**config.mk**
```make
export PLATFORM = sky130hd
export DESIGN_NAME = cisc_memory
export DESIGN_NICKNAME = d
export VERILOG_FILES = /design/src/rtl/cisc_memory.sv
export SDC_FILE = /design/constraint.sdc
export NUM_CORES = 1
export LEC_CHECK = 0
export BUFFER_PORTS_ARGS = -buffer_cell sky130_fd_sc_hd__buf_2
export CORE_ASPECT_RATIO = 0.9
export CORE_MARGIN = 3
export CORE_UTILIZATION = 39
export DETAILED_ROUTE_END_ITERATION = 8
export SYNTH_ARGS = -nofsm -noshare
export SYNTH_HDL_FRONTEND = slang
export SYNTH_SLANG_ARGS = --single-unit
```
**constraint.sdc**
```tcl
create_clock -name clk -period 1.5 [get_ports clk]
set_input_delay 0.3 -clock clk [delete_from_list [all_inputs] [get_ports clk]]
set_output_delay 0.3 -clock clk [all_outputs]
set_load 0.1 [all_outputs]
```
**src/rtl/cisc_memory.sv**
```systemverilog
// rtl/cisc_memory.sv - 32x8 single-port CISC data/instruction memory with boot image
module cisc_memory #(
  parameter int DATA_W = 8,
  parameter int ADDR_W = 5
) (
  input  logic              clk,
  input  logic              reset,
  input  logic              READ,
  input  logic              WRITE,
  input  logic [ADDR_W-1:0] MEM_ADDR,
  input  logic [DATA_W-1:0] MEM_DATA1,
  output logic [DATA_W-1:0] MEM_DATA2
);

  localparam int DEPTH = 1 << ADDR_W;

  logic [DATA_W-1:0] r_mem [DEPTH];
  logic [DATA_W-1:0] r_rdata;
  logic              w_do_write;
  logic              w_do_read;

  // Boot program the CPU fetches right after reset release; all other words clear.
  function automatic logic [DATA_W-1:0] f_boot(input int idx);
    logic [DATA_W-1:0] v;
    case (idx)
      0:       v = DATA_W'(8'h20);
      1:       v = DATA_W'(8'h41);
      2:       v = DATA_W'(8'h62);
      3:       v = DATA_W'(8'hE0);
      default: v = '0;
    endcase
    return v;
  endfunction

  // Write has priority over read when both strobes are high.
  always_comb begin
    w_do_write = WRITE;
    w_do_read  = READ & ~WRITE;
  end

  // Storage array: reset reloads the boot image, writes update one word.
  always_ff @(posedge clk or negedge reset) begin
    if (!reset) begin
      for (int i = 0; i < DEPTH; i++) begin
        r_mem[i] <= f_boot(i);
      end
    end else if (w_do_write) begin
      r_mem[MEM_ADDR] <= MEM_DATA1;
    end
  end

  // Registered read port: updates only on a read-only cycle, otherwise holds.
  always_ff @(posedge clk or negedge reset) begin
    if (!reset) begin
      r_rdata <= '0;
    end else if (w_do_read) begin
      r_rdata <= r_mem[MEM_ADDR];
    end
  end

  assign MEM_DATA2 = r_rdata;

endmodule

```
# Yosys cells after proc, flatten, opt, wreduce, memory -nomap -nowiden
# Index checks and enable logic that the tools add are counted.
totals:
  elab_cells: 45
  ff_bits: 264
  output_inout_bits: 8
classes:
  muxes: 6
  n_bitwise: 3
  reduce_logical: 1
  n_lt_le_gt_ge: 2
ops:
  columns: ["op", "count"]
  rows:
  - ["bitwise mux 256 bit", 1]
  - ["binary-select mux 8 bit (select 5 bit)", 1]
  - ["demux 8 bit (select 5 bit)", 1]
  - ["two-way mux 8 bit", 3]
  - ["greater-or-equal comparator 6 bit, second input constant", 1]
  - ["< comparator 6 x 1 -> 1 bit, second input constant", 1]
  - ["NOT 5 -> 6 bit", 1]
  - ["AND 1 bit", 1]
  - ["logical AND 1 bit", 1]
  - ["NOT 1 bit", 1]

# Logic depth before layout (Yosys ltp)
logic_depth:
  depth_word: 6
  depth_mapped: 8
  mapped_depth_nobuf: 4

# Worst setup path after synthesis
# No wires, ideal clock.
synth_path:
  kind: "input to register"
  startpoint: "input MEM_ADDR[0]"
  endpoint: "register r_mem[24] (netlist bit)"
  cell_stages: 6
  n_path_buf: 3
  arrival_time_ns: 1.694
  slack_ns: -0.319
  cell_sequence: "buf_6 > buf_12 > buf_6 > or3b_4 > nor2_8 > mux2_2"
synth_between:
  elab_chain_cells: 6
synth_lines:
  columns: ["item", "line_no", "text"]
  rows:
  - ["start: declaration", "10", "input logic [ADDR_W-1:0] MEM_ADDR,"]
  - ["NOT 5 -> 6 bit (not written as such) (*)", "48", "r_mem[MEM_ADDR] <= MEM_DATA1;"]
  - ["greater-or-equal comparator 6 bit (not written as such) / < comparator 6 x 1 -> 1 bit (equally long branches)", "48", null]
  - ["logical AND 1 bit (not written as such)", "48", null]
  - ["two-way mux 8 bit (not written as such)", "48", null]
  - ["demux 8 bit (select 5 bit) (*)", "48", null]
  - ["bitwise mux 256 bit (*)", "48", null]
  - ["end signal: indexed assignment", "45", "r_mem[i] <= f_boot(i);"]
  - ["end: declaration", "17", "logic [DATA_W-1:0] r_mem [DEPTH];"]
# Every way passes the cells marked *; elsewhere a longest branch is shown, timed or not.
# A chain may end at the register's enable or synchronous reset.

# Worst setup path after layout
layout_path:
  startpoint: "register r_mem[195] (netlist bit)"
  endpoint: "register r_rdata[3] (netlist: MEM_DATA2[3])"
layout_between:
  elab_chain_cells: 3
layout_lines:
  columns: ["item", "line_no", "text"]
  rows:
  - ["binary-select mux 8 bit (select 5 bit)", "57", "r_rdata <= r_mem[MEM_ADDR];"]
  - ["two-way mux 8 bit (not written as such) (2 in a row)", "57", null]
  - ["end signal: assignment", "57", null]
  - ["end: declaration", "18", "logic [DATA_W-1:0] r_rdata;"]
# No other way between the ends. The select of a mux whose other input is x is not followed.

==> flow_metrics.py <==
metrics = {
    "outcome": {
        "status": "complete, but fails checks",
        "violations": "setup timing",
    },
    "place": {
        "dp_slack_ns": -0.8075,
        "dpl-instance-area_mm2": 0.01485,
        "gp_congestion": 0.8496,
        "port_buffers": 24,
        "dp.cells": 1349,
        "place_hpwl_um": 22570,
    },
    "worst_setup_path": {
        "rrSetupSlack_ns": -0.19,
        "crit-reg2reg-launch": "r_mem[195]$_DFFE_PN0P_",
        "crit_chain": "mux4_2 > a22oi_2 > nand3_2 > o32a_1",
        "cp-start-kind": "register",
        "path_class": "register to register",
        "slowest_stage": "mux4_2",
        "reg2reg_depth": 4,
        "endpoint_kind": "register",
        "cp.required_ns": 1.93,
        "worstPathMaxFanout": 2,
        "crit_path_max_incr_delay_ns": 0.49,
        "arrival_ns": 2.12,
        "regToRegEndpoint": "MEM_DATA2[3]$_DFFE_PN0P_",
    },
    "route": {
        "first_pass_iters": 4,
        "drc": 0,
        "wl_um": 33060,
        "via_per_inst": 5.383,
        "drtIter0Drc": 481,
        "vias": 7579,
        "wire_per_inst_um": 23.48,
        "postRouteAntennaNets": 0,
    },
    "synthesis": {
        "ys_seq_area_frac": 0.5361,
        "synth.distinct_cells": 57,
        "mappedNetlistNets": 835,
        "yosysWarnings": 0,
        "synthArstFlopShare": 1.000,
        "synth.ff_latch_count": 264,
        "synthFlopType": "dfrtp_1",
        "syn_area_per_cell_um2": 15.09,
        "synth_edf_count": 0,
        "syn_inst": 818,
        "synth_area_mm2": 0.01234,
    },
    "global_route": {
        "antenna_found_initial": 0,
        "grt_pass1_vias": 8035,
        "grt_max_degree": 53,
        "grt_pass1_wl_um": 51380,
        "grt-ovfl-total": 0,
        "grtUsageTotal": 0.1968,
    },
    "clock_network": {
        "insertion_delay_ns": 0.55,
        "cts_tree": "yes",
        "clockBufferDepth": 3,
        "numClockSinks": 264,
        "clk_pin_slew_ns": 0.07,
        "numCtsBuffers": 29,
        "htree_levels": 1,
        "root_buffer": "clkbuf_16",
    },
    "sta": {
        "hold_viol": 0,
        "max_freq_mhz": 592.1,
        "min_period_ns": 1.689,
        "rsz0062_at_grt": "true",
        "fin_ws_ns": -0.1888,
        "slew-limit-headroom": 0.4675,
        "finalSetupTns_ns": -1.131,
        "fin_skew_ns": 0.01342,
        "setup_violations": 10,
        "finalCritPeriodShare": 1.126,
        "tightest_slew_ns": 0.7987,
        "slew_viol_final": 0,
    },
    "floorplanning": {
        "pin_count": 25,
        "start_util": 0.3974,
        "fp.dieW_um": 193.5,
        "coreArea_mm2": 0.03106,
        "fp-row-count": 61,
        "die_area_mm2": 0.03383,
        "die_y_um": 174.8,
    },
    "layout": {
        "final_net_count": 994,
        "area_growth_pct": 29.44,
        "final_common_cell": "dfrtp_1",
        "final_cell_mix": "dfrtp_1, mux2_2, buf_4",
        "final_util": 0.5144,
        "multi_input_area_mm2": 0.005894,
        "regArea_mm2": 0.006624,
        "fillCellCount": 2537,
        "diodes": 0,
        "final_area_mm2": 0.01598,
        "drive_above_1_share": 0.6056,
        "final_cells": 1408,
    },
    "min_path": {
        "hold_start": "MEM_DATA1[0]",
        "whs_path_depth": 3,
        "min_to": "r_mem[16]$_DFFE_PN0P_",
        "hold_path_class": "input port to register",
    },
    "power_and_ir_drop": {
        "switching_share": 0.2623,
        "combPwrFrac": 0.198,
        "switching_power_mw": 5.353,
        "p_seq_frac": 0.457,
        "p_per_area_mw_per_mm2": 1277,
        "vdd_drop_max_uv": 865.6,
        "p_leak_nw": 7.142,
        "internal_power_mw": 15.06,
        "pwr-share-clk": 0.344,
    },
    "flow_run": {
        "maxCapViolCount": 0,
    },
}
[Yosys cell counts (2+ instances only)]
library cell	count	share of area
clkbuf_1	31	0.0094
a2bb2oi_1	2	0.0014
nor2_2	24	0.012
o22ai_1	9	0.0046
nor3_1	4	0.0016
nand3_1	7	0.0028
buf_4	7	0.0043
nand2_1	12	0.0036
nand2b_1	4	0.0020
mux2_2	257	0.23
mux2_1	4	0.0036
or3_1	2	0.0010
dfrtp_1	255	0.52
nand3b_1	2	0.0012
buf_2	9	0.0036
a22o_1	6	0.0043
mux4_2	37	0.068
buf_6	5	0.0046
nor4_1	3	0.0015
nor2_1	12	0.0036
and3_1	2	0.0010
nand4b_1	2	0.0014
a22oi_1	10	0.0061
a31oi_1	7	0.0035
a211o_1	2	0.0014
a221oi_1	3	0.0021
nor2b_1	5	0.0025
and3b_1	2	0.0014
or2_2	2	0.0010
buf_8	2	0.0024
mux4_1	9	0.019
nand2_2	5	0.0025
mux2i_1	33	0.027
nor3b_1	7	0.0043
dfstp_2	9	0.019
nor2_8	3	0.0049
o21ai_0	3	0.0012
[flip-flops by register name, summed over array words and instances (netlist names)]
name,count
r_mem,256
MEM_DATA2,8
[repair_timing]
item | CTS | global route
buffers inserted | 4 | 1
hold endpoints to repair | 33 | 0
hold buffers | 1 | 0
setup endpoints to repair | 18 | 21
pin swaps | 6 | 5
resized for setup | 32 | 9
[per-layer routing]
| layer | wire (µm) | GRT usage | vias to the layer above |
|---|---|---|---|
| li1 | - | - | 3380 |
| met1 | 16200 | 0.2987 | 4023 |
| met2 | 14780 | 0.3006 | 136 |
| met3 | 1454 | 0.03258 | 40 |
| met4 | 618 | 0.03977 | 0 |
| met5 | 0 | 0 | - |
[logic make-up after synthesis]
logic type             Yosys count  synth area share
AND/OR/NAND/NOR                107           0.05595
AO/OA/AOI/OAI                   49           0.02929
multiplexers                   340            0.3515
flip-flops                     264            0.5361
buffers and inverters           58           0.02716
[critical path, delay by kind of cell (launching register included)]
| kind | cells | cell delay [ns] |
|---|---|---|
| AO/OA/AOI/OAI | 2 | 0.56 |
| flip-flops | 1 | 0.40 |
| multiplexers | 1 | 0.49 |
| AND/OR/NAND/NOR | 1 | 0.14 |
[power by group through the flow]
stage                     combinational, mW  clock, mW  sequential [mW]
after CTS                              4.04       7.19             9.32
final                                  4.05       7.02             9.34
after floorplan                        2.52          0             9.34
after global routing                   4.33       7.47             9.49
after detailed placement               3.92          0             9.40
after global placement                 3.83          0             9.40
[worst max path at each step]
stage,endpoint,start,slack [ns]
2_1_floorplan,r_mem[89]$_DFFE_PN0P_,MEM_ADDR[0],-0.31
3_3_place_gp,MEM_DATA2[3]$_DFFE_PN0P_,MEM_ADDR[0],-0.78
3_5_place_dp,MEM_DATA2[3]$_DFFE_PN0P_,MEM_ADDR[0],-0.81
4_1_cts,MEM_DATA2[6]$_DFFE_PN0P_,r_mem[198]$_DFFE_PN0P_,-0.22
5_1_grt,MEM_DATA2[6]$_DFFE_PN0P_,r_mem[198]$_DFFE_PN0P_,-0.24
6_report,MEM_DATA2[3]$_DFFE_PN0P_,r_mem[195]$_DFFE_PN0P_,-0.19
[metrics by stage]
step,power (mW),hold slack (ns)
after CTS,20.56,0.2300
after floorplan,11.85,0.004409
after global routing,21.29,0.2583
after global placement,13.23,0.2811
final,20.41,0.2500
after detailed placement,13.33,0.2791
[layout make-up]
cell class / count / area share
sequential: 264 / 0.4145
timing repair buffer: 185 / 0.1253
inverter: 1 / 0.0002349
tap: 409 / 0.03203
clock inverter: 11 / 0.005559
clock buffer: 42 / 0.05348
multi-input combinational: 496 / 0.3689
Note: power is estimated with default switching activity, not from simulation.
